**src/rtl/tc_pkg.sv**
```systemverilog
// Shared types for the tc_bank timer/counter block.
// State encoding, register offsets, CTRL field layout, MODE codes.
package tc_pkg;

  typedef enum logic [1:0] {
    IDLE,
    LOAD,
    CNT,
    INT
  } tc_state_e;

  localparam logic [1:0] REG_CTRL   = 2'd0;
  localparam logic [1:0] REG_PRESET = 2'd1;
  localparam logic [1:0] REG_COUNT  = 2'd2;
  localparam logic [1:0] REG_STATUS = 2'd3;

  localparam int CTRL_EN   = 0;
  localparam int CTRL_MODE = 1;
  localparam int CTRL_IM   = 3;
  localparam int CTRL_DIV  = 4;

  // 2'b1x is reserved and behaves as one-shot
  localparam logic [1:0] MODE_ONESHOT  = 2'b00;
  localparam logic [1:0] MODE_PERIODIC = 2'b01;

  typedef struct packed {
    logic [3:0] div;
    logic       im;
    logic [1:0] mode;
    logic       en;
  } ctrl_t;

  function automatic int ch_bits(int n);
    return (n > 1) ? $clog2(n) : 1;
  endfunction

endpackage

```
**src/rtl/tc_channel.sv**
```systemverilog
// One timer channel: CTRL/PRESET/COUNT/pending, prescaler, FSM.
// Ports: clk, reset (sync, low), per-register write strobes, wdata, register views, irq.
module tc_channel
  import tc_pkg::*;
#(
  parameter int WIDTH = 32
) (
  input  logic             clk,
  input  logic             reset,
  input  logic             we_ctrl,
  input  logic             we_preset,
  input  logic             we_status,
  input  logic [WIDTH-1:0] wdata,
  output logic [7:0]       ctrl,
  output logic [WIDTH-1:0] preset,
  output logic [WIDTH-1:0] count,
  output logic             pending,
  output logic             irq
);

  tc_state_e        state;
  ctrl_t            ctrl_q;
  ctrl_t            ctrl_nxt;
  logic [WIDTH-1:0] preset_q;
  logic [WIDTH-1:0] count_q;
  logic             pend_q;
  logic [15:0]      presc;
  logic [15:0]      presc_max;
  logic             tick;

  // The FSM looks at the post-write CTRL so EN takes effect at the
  // same edge the CPU writes it.
  always_comb begin
    ctrl_nxt = ctrl_q;
    if (we_ctrl) begin
      ctrl_nxt.en   = wdata[CTRL_EN];
      ctrl_nxt.mode = wdata[CTRL_MODE +: 2];
      ctrl_nxt.im   = wdata[CTRL_IM];
      ctrl_nxt.div  = wdata[CTRL_DIV +: 4];
    end
  end

  assign presc_max = (16'd1 << ctrl_q.div) - 16'd1;
  assign tick      = (state == CNT) && (presc == presc_max);

  always_ff @(posedge clk) begin
    if (!reset) begin
      state    <= IDLE;
      ctrl_q   <= '{div: 4'd0, im: 1'b0, mode: MODE_ONESHOT, en: 1'b0};
      preset_q <= '0;
      count_q  <= '0;
      pend_q   <= 1'b0;
      presc    <= '0;
    end else begin
      ctrl_q <= ctrl_nxt;
      if (we_preset) preset_q <= wdata;
      // hardware set below overrides this clear
      if (we_status && wdata[0]) pend_q <= 1'b0;
      unique case (state)
        IDLE: begin
          if (ctrl_nxt.en) state <= LOAD;
        end
        LOAD: begin
          count_q <= preset_q;
          presc   <= '0;
          state   <= CNT;
        end
        CNT: begin
          if (!ctrl_nxt.en) begin
            state <= IDLE;
          end else if (tick) begin
            presc <= '0;
            if (count_q > WIDTH'(1)) begin
              count_q <= count_q - WIDTH'(1);
            end else begin
              count_q <= '0;
              pend_q  <= 1'b1;
              state   <= INT;
            end
          end else begin
            presc <= presc + 16'd1;
          end
        end
        INT: begin
          if (ctrl_q.mode == MODE_PERIODIC) begin
            state <= LOAD;
          end else begin
            state <= IDLE;
            // a CPU CTRL write in this cycle wins
            if (!we_ctrl) ctrl_q.en <= 1'b0;
          end
        end
        default: state <= IDLE;
      endcase
    end
  end

  assign ctrl    = ctrl_q;
  assign preset  = preset_q;
  assign count   = count_q;
  assign pending = pend_q;
  assign irq     = pend_q & ctrl_q.im;

endmodule

```
**src/rtl/tc_bank.sv**
```systemverilog
// Multi-channel timer/counter bank behind a word-addressed window.
// Ports: clk, reset (sync, low), addr/we/wdata/rdata bus, irq vector, irq_any.
module tc_bank
  import tc_pkg::*;
#(
  parameter  int NUM_CH  = 4,
  parameter  int WIDTH   = 32,
  localparam int CH_BITS = ch_bits(NUM_CH)
) (
  input  logic               clk,
  input  logic               reset,
  input  logic [CH_BITS+1:0] addr,
  input  logic               we,
  input  logic [31:0]        wdata,
  output logic [31:0]        rdata,
  output logic [NUM_CH-1:0]  irq,
  output logic               irq_any
);

  logic [CH_BITS-1:0] ch;
  logic [1:0]         rsel;
  logic               in_range;

  logic [7:0]       ctrl_v   [NUM_CH];
  logic [WIDTH-1:0] preset_v [NUM_CH];
  logic [WIDTH-1:0] count_v  [NUM_CH];
  logic [NUM_CH-1:0] pend_v;

  assign ch       = addr[CH_BITS+1:2];
  assign rsel     = addr[1:0];
  assign in_range = (32'(ch) < 32'(NUM_CH));

  for (genvar i = 0; i < NUM_CH; i++) begin : g_ch
    logic sel;
    assign sel = we && in_range && (ch == CH_BITS'(i));

    tc_channel #(
      .WIDTH(WIDTH)
    ) u_ch (
      .clk       (clk),
      .reset     (reset),
      .we_ctrl   (sel && (rsel == REG_CTRL)),
      .we_preset (sel && (rsel == REG_PRESET)),
      .we_status (sel && (rsel == REG_STATUS)),
      .wdata     (wdata[WIDTH-1:0]),
      .ctrl      (ctrl_v[i]),
      .preset    (preset_v[i]),
      .count     (count_v[i]),
      .pending   (pend_v[i]),
      .irq       (irq[i])
    );
  end

  always_comb begin
    rdata = '0;
    if (in_range) begin
      unique case (rsel)
        REG_CTRL:   rdata = {24'd0, ctrl_v[ch]};
        REG_PRESET: rdata = 32'(preset_v[ch]);
        REG_COUNT:  rdata = 32'(count_v[ch]);
        REG_STATUS: rdata = {31'd0, pend_v[ch]};
        default:    rdata = '0;
      endcase
    end
  end

  assign irq_any = |irq;

endmodule

```
**config.mk**
```make
export PLATFORM = sky130hd
export DESIGN_NAME = tc_bank
export DESIGN_NICKNAME = d
export VERILOG_FILES = /design/src/rtl/tc_pkg.sv /design/src/rtl/tc_channel.sv /design/src/rtl/tc_bank.sv
export SDC_FILE = /design/constraint.sdc
export NUM_CORES = 1
export LEC_CHECK = 0
export ABC_AREA = 0
export BUFFER_PORTS_ARGS = -buffer_cell sky130_fd_sc_hd__buf_2
export CORE_AREA = 2 2 261 263
export CTS_CLUSTER_SIZE = 10
export DETAILED_ROUTE_END_ITERATION = 16
export DIE_AREA = 0 0 263 265
export GPL_TIMING_DRIVEN = 1
export SYNTH_ARGS = -nofsm -noshare
export SYNTH_HDL_FRONTEND = slang
export SYNTH_SLANG_ARGS = --single-unit
```
**constraint.sdc**
```tcl
create_clock -name clk -period 4.7 [get_ports clk]
set_input_delay 0.94 -clock clk [delete_from_list [all_inputs] [get_ports clk]]
set_output_delay 0.94 -clock clk [all_outputs]
set_load 0.01 [all_outputs]
```
Word level (Yosys, flattened, before mapping)

Cells that the tools add are included.

Register bits: 364
Output and inout port bits: 37

$add $sub $neg: 12
Magnitude comparators: 6
Equality and inequality tests: 46
Shift-type cells: 4
Multiplexer cells: 100
Bitwise operators: 5
Reduce and logical (&&, ||, !) cells: 47

Operators with widths:

| kind                    | number |
|---|---|
| $mux W32                | 16 |
| $pmux W32 S2            | 4 |
| $bmux W32 S2            | 2 |
| $gt A32 B1 Y1 const B   | 4 |
| $mux W16                | 8 |
| $pmux W16 S2            | 4 |
| $pmux W32 S4            | 1 |
| $sub A32 B1 Y32 const B | 4 |
| $add A16 B1 Y16 const B | 4 |
| $eq A16 B16 Y1          | 4 |
| $shl A1 B4 Y16 const A  | 4 |
| $sub A16 B1 Y16 const B | 4 |
| $mux W1                 | 41 |
| $mux W2                 | 16 |
| $pmux W2 S4             | 4 |
| $eq A2 B2 Y1 const B    | 12 |
| $logic_and A1 B1 Y1     | 24 |
| $ne A2 B1 Y1 const B    | 12 |
| $ne A3 B3 Y1 const B    | 8 |
| $reduce_and A3 Y1       | 8 |
| $eq A2 B1 Y1 const B    | 10 |
| $bmux W8 S2             | 1 |
| $mux W8                 | 2 |
| $logic_not A2 Y1        | 6 |
| other kinds (8)         | 17 |

Longest topological paths before layout

Depth in word-level cells: 9
Depth in mapped cells: 15
Mapped depth without buffers: 10

Cells and area by module

Synthesis repeated with hierarchy kept, for this count alone.

Cells, all modules: 2757
Area total of the unflattened synthesis: 23396.2 sq um

Modules (own cells, without submodules):

| module                        | times used | cells an instance | area each (sq um) | sequential area each (sq um) |
|---|---|---|---|---|
| tc_channel (g_ch[2].u_ch ...) | 2          | 650               | 5288.8            | 1821.7 |
| tc_channel (g_ch[0].u_ch)     | 1          | 642               | 5291.3            | 1821.7 |
| tc_channel (g_ch[1].u_ch)     | 1          | 641               | 5257.5            | 1821.7 |
| tc_bank                       | 1          | 174               | 2269.7            | 0.0 |

Worst setup path after synthesis

Ideal clock, no wire load.

Path type: input to output
Start: in addr[3]
End: out rdata[21]
Data arrival time: 2945 ps
Data required time: 3760 ps
Setup slack: 815 ps
Cell stages on the path: 5
Buffers on the path: 3
Cells stage by stage: clkbuf_1 buf_1 buf_1 mux4_2 a22o_1

Cells in the longest elaborated chain, start to end: 5
Elaborated cells on any way between the ends: 8
Those cells by class: mux: 7; bitwise: 1

RTL lines:

| what                                             | line                         | text |
|---|---|---|
| start, declared                                  | tc_bank.sv:12                | `input logic [CH_BITS+1:0] addr,` |
| $not A2 Y3 (not written as such) *               | tc_bank.sv:59, tc_bank.sv:60 |  |
| $bmux W32 S2, on equally long branches           | tc_bank.sv:60, tc_bank.sv:59 |  |
| $mux W32, on equally long branches (2 in series) | tc_bank.sv:60, tc_bank.sv:59 |  |
| $pmux W32 S4 *                                   | tc_bank.sv:57                | `unique case (rsel)` |
| end, declared                                    | tc_bank.sv:15                | `output logic [31:0] rdata,` |

Every way passes the cells marked *; elsewhere a longest branch is shown, timed or not. The select of a mux whose other input is x is not followed.

Worst setup path after layout

Start: reg g_ch[3].u_ch.ctrl_q, in the netlist g_ch[3].u_ch.ctrl[7]
End: reg g_ch[3].u_ch.count_q[24]

Cells in the longest elaborated chain, start to end: 6

RTL lines:

| what                               | line             | text |
|---|---|---|
| start, declared                    | tc_channel.sv:22 | `ctrl_t ctrl_q;` |
| start signal, assigned             | tc_channel.sv:49 | `ctrl_q <= '{div: 4'd0, im: 1'b0, mode: MODE_ONESHOT, en: 1'b0};` |
| start signal, assigned             | tc_channel.sv:55 | `ctrl_q <= ctrl_nxt;` |
| $shl A1 B4 Y16                     | tc_channel.sv:43 | `assign presc_max = (16'd1 << ctrl_q.div) - 16'd1;` |
| $sub A16 B1 Y16                    | tc_channel.sv:43 |  |
| $eq A16 B16 Y1                     | tc_channel.sv:44 | `assign tick = (state == CNT) && (presc == presc_max);` |
| $logic_and A1 B1 Y1                | tc_channel.sv:44 |  |
| $ne A2 B1 Y1 (no source line)      | --               |  |
| $reduce_and A3 Y1 (no source line) | --               |  |
| end signal, assigned               | tc_channel.sv:64 | `count_q <= preset_q;` |
| end signal, assigned               | tc_channel.sv:74 | `count_q <= count_q - WIDTH'(1);` |
| end, declared                      | tc_channel.sv:25 | `logic [WIDTH-1:0] count_q;` |

Every way passes these cells.
A chain may end at the register's enable or synchronous reset.

==> metrics.txt <==
max cap viols=0; grt total ovfl=0; iteration-0 DRC count of the detailed router=2,815; number of cells on the worst reg-to-reg path=11; placement-stage cell area=0.0236 sq mm; cell depth of the worst min-delay path=2; top post-synthesis cells by area=dfxtp_1 32%, nand2_1 8.2%, mux4_2 7.3%, a21oi_1 5.9%, nor2_1 3.4%; sinks on the clock net=364; wirelength, routed=81,900 um; Reg2Reg Capture Point=g_ch[3].u_ch.count[24]; number of synthesis warnings=0; final worst-path cycle share=84.5%; Clock H-tree levels=2; Die X-Extent=263 um; worst setup skew after layout=14.4 ps; WP data required=5150 ps; gate count of the mapped netlist=2,837; Avg Inst Size Synth=7.94 sq um; setup repair bufs after CTS=0; worst skew pair latency=590 ps; Final #Nets=2,866; Syn Nets=2,911; clock power share=28.2%; total track usage=22.8%; # resized after CTS=0; highest-count cells in the layout ignoring fill and taps=490 x nand2_1, 364 x dfxtp_1, 264 x a21oi_1; buffer levels on the longest clock path=3; chain of cells forming the critical path=nor2_1 > nand2_1 > ha_1 > inv_1 > o311a_1 > a2111o_1 > a2111oi_2 > a31oi_4 > buf_4 > o21ba_2 > o22ai_1; initial antenna violation count=1; number of synthesized flops with an enable pin=0; clock tree from TritonCTS=built; Seq/Total Area, Yosys=32.4%; via count of the first global-routing pass=19,800; Root Driver=clkbuf_16; worst hold path endpoint=g_ch[3].u_ch.preset[9]; Detail Route Antenna Nets=0; result of the run=finished, final reports clean; fmax=0.252 GHz; crit path max fanout=30; number of vias after detailed routing=22,000; total power density per cell area=471 mW/mm^2; Worst Max-Slew Pin Slew=1080 ps; hold path startpoint=g_ch[3].u_ch.preset[9]; ANT cells=0; # rows=95; die span in y=265 um; Worst-path clk slew=50 ps; Post-synth ARST share=0%; slowest stage delay, CP=640 ps; final non-filler cell area=0.0249 sq mm; worst reg-to-reg setup slack=730 ps; Slew Viols, Final=0; post-DP HPWL=58,700 um; Critical Path Source Type=flop; leakage dissipation=8.78 nW; Area Overhead vs Synth=10.8%; Sum Neg Setup Slack=0 ps; CTS Buf Count=45; number of different library cells in the post-synthesis netlist=95; first-pass GRT wire length=125,000 um; Initial Utilization=33.7%; commonest non-fill, non-tap cell in the layout=nand2_1; arrival time of the worst setup path=4420 ps; sequential group share of total power=30.3%; flip-flop and latch count after synthesis=364; RSZ-0062 raised after global routing=no; Worst Path Class, Setup=reg2reg; Core Box Area=0.0668 sq mm; area of combinational cells with multiple inputs=0.0141 sq mm; # fillers=6,940; Hold Vio Cnt, Final=0; largest net degree at the start of global routing=109; DR vias/cell=5.97; final setup fails=0; class of the most critical hold timing path=reg2reg; share of Yosys cell area claimed by the top area cell type=32.4%; Top Ports=76; area of the die=0.0697 sq mm; worst reg2reg startpoint=g_ch[3].u_ch.ctrl[7]; kind of capture point of the worst setup path=flop; NetSw=4.98 mW; residual DRC count=0; Port-buffer cells=75; count of TritonRoute iterations in the first routing pass=6; cell with the biggest individual delay on the critical path=dfxtp_1; hold buffer count at cts=0; detailed-route wire length per cell=22.2 um; register area=0.00729 sq mm; commonest register cell after synthesis=dfxtp_1; net switching fraction of the power=42.4%; CP delay by family, top=compound AO/OA/AOI/OAI gates; ratio of cells with drive above 1 in the final layout=12.6%; Post-Synthesis Cell Area=0.0225 sq mm; combinational fraction of design power=41.5%; Buf/Inv on CP=2; library cell with the largest summed area after synthesis=dfxtp_1; worst relative slew slack=27.6%; RD Place Congestion=0.961; highest ir drop seen on vdd=268 uV; post-layout minimum cycle time=3970 ps; internal power summed over all cells=6.76 mW
## routing by layer
layer | GRT usage (%) | vias up | routed length [um]
met2 | 35.1 | 1085 | 35900
met5 | 0 | - | 15
met4 | 8.56 | 2 | 3070
met3 | 3.62 | 187 | 7250
li1 | - | 10300 | -
met1 | 32.1 | 10400 | 35700
## flip-flops by register name, summed over array words and instances (netlist names)
name               count
g_ch.u_ch.count      128
g_ch.u_ch.preset     128
g_ch.u_ch.presc       64
g_ch.u_ch.ctrl        32
g_ch.u_ch.state        8
g_ch.u_ch.pending      4
## area by class of cell
cell class / instances / share of cell area (%)
clock inverters: 6 / 0.246
repair buffers: 138 / 3.68
well taps: 873 / 4.38
clock buffers: 60 / 5.11
multi-input cells: 2181 / 56.4
flip-flops and latches: 364 / 29.2
inverters: 62 / 0.963
## power groups by stage
| stage | Combinational, mW | Clock [mW] | Sequential (mW) |
|---|---|---|---|
| 6_report | 4.88 | 3.31 | 3.55 |
| 5_1_grt | 5.24 | 3.48 | 3.57 |
| 4_1_cts | 4.77 | 3.35 | 3.54 |
| 3_5_place_dp | 4.74 | 0 | 3.60 |
| 3_3_place_gp | 4.77 | 0 | 3.60 |
| 2_1_floorplan | 3.50 | 0 | 3.48 |
## through the flow
step	power, mW	instances	hold slack (ps)	worst slack [ps]	util [%]
2_1_floorplan	6.97	2837	442	815	-
3_3_place_gp	8.38	3618	461	729	35.3
3_5_place_dp	8.35	3618	463	734	35.3
4_1_cts	11.7	3684	470	776	37.3
5_1_grt	12.3	3684	499	401	37.3
6_report	11.7	3684	472	728	37.3
## worst min-delay path, stage by stage (launching register included)
cell     delay (ps)
dfxtp_1         310
nand2_1          50
a21oi_1          50
## synthesized netlist by cell type, types with 10 or more instances
library cell and number:
nor2_1 201, nor3_1 111, a22o_1 38, dfxtp_1 364, a31o_2 23, nand3_1 82, inv_1 59, xor2_1 53
nand2b_1 19, nand2_1 491, a21oi_1 265, and2_1 22, nor3b_1 12, a31oi_1 30, a311oi_1 14, nor2b_1 38
a32o_1 22, o211ai_1 40, o22ai_1 10, buf_2 34, xnor2_1 49, a211oi_1 19, and3_1 33, o31ai_1 20
mux4_2 73, or2_2 13, o21ai_0 89, o32ai_1 24, clkbuf_1 164, ha_1 35, or4_1 17, buf_1 16
mux2i_1 20, a221oi_1 17, or3_1 32, nand4_1 47, o21a_1 16, o21ai_1 12, o2bb2ai_1 13, nor4_1 26
## worst max-delay path by stage
| stage | end | start | slack [ps] | cells after the start |
|---|---|---|---|---|
| 6_report | g_ch[3].u_ch.count[24] | g_ch[3].u_ch.ctrl[7] | 730 | 11 |
| 5_1_grt | g_ch[0].u_ch.count[2] | g_ch[0].u_ch.ctrl[6] | 400 | 11 |
| 3_3_place_gp | g_ch[0].u_ch.count[4] | addr[1] | 730 | 9 |
| 2_1_floorplan | rdata[21] | addr[3] | 810 | 5 |
| 4_1_cts | g_ch[0].u_ch.count[16] | g_ch[0].u_ch.ctrl[5] | 780 | 10 |
| 3_5_place_dp | g_ch[0].u_ch.count[14] | addr[1] | 730 | 9 |
## cells by family (layout without fill, tap and decap cells)
logic type / Yosys count / after routing / share of synthesized area (%)
DFF: 364 / 364 / 32.4
AOI/OAI and AO/OA: 744 / 744 / 22.3
adders and majority gates: 35 / 35 / 1.94
muxes: 96 / 96 / 8.41
buffers and inverters: 292 / 266 / 5.33
and+or+nand+nor: 1204 / 1204 / 25.7
xor gates and xnor gates: 102 / 102 / 3.97
Note: power is estimated with default switching activity, not from simulation.
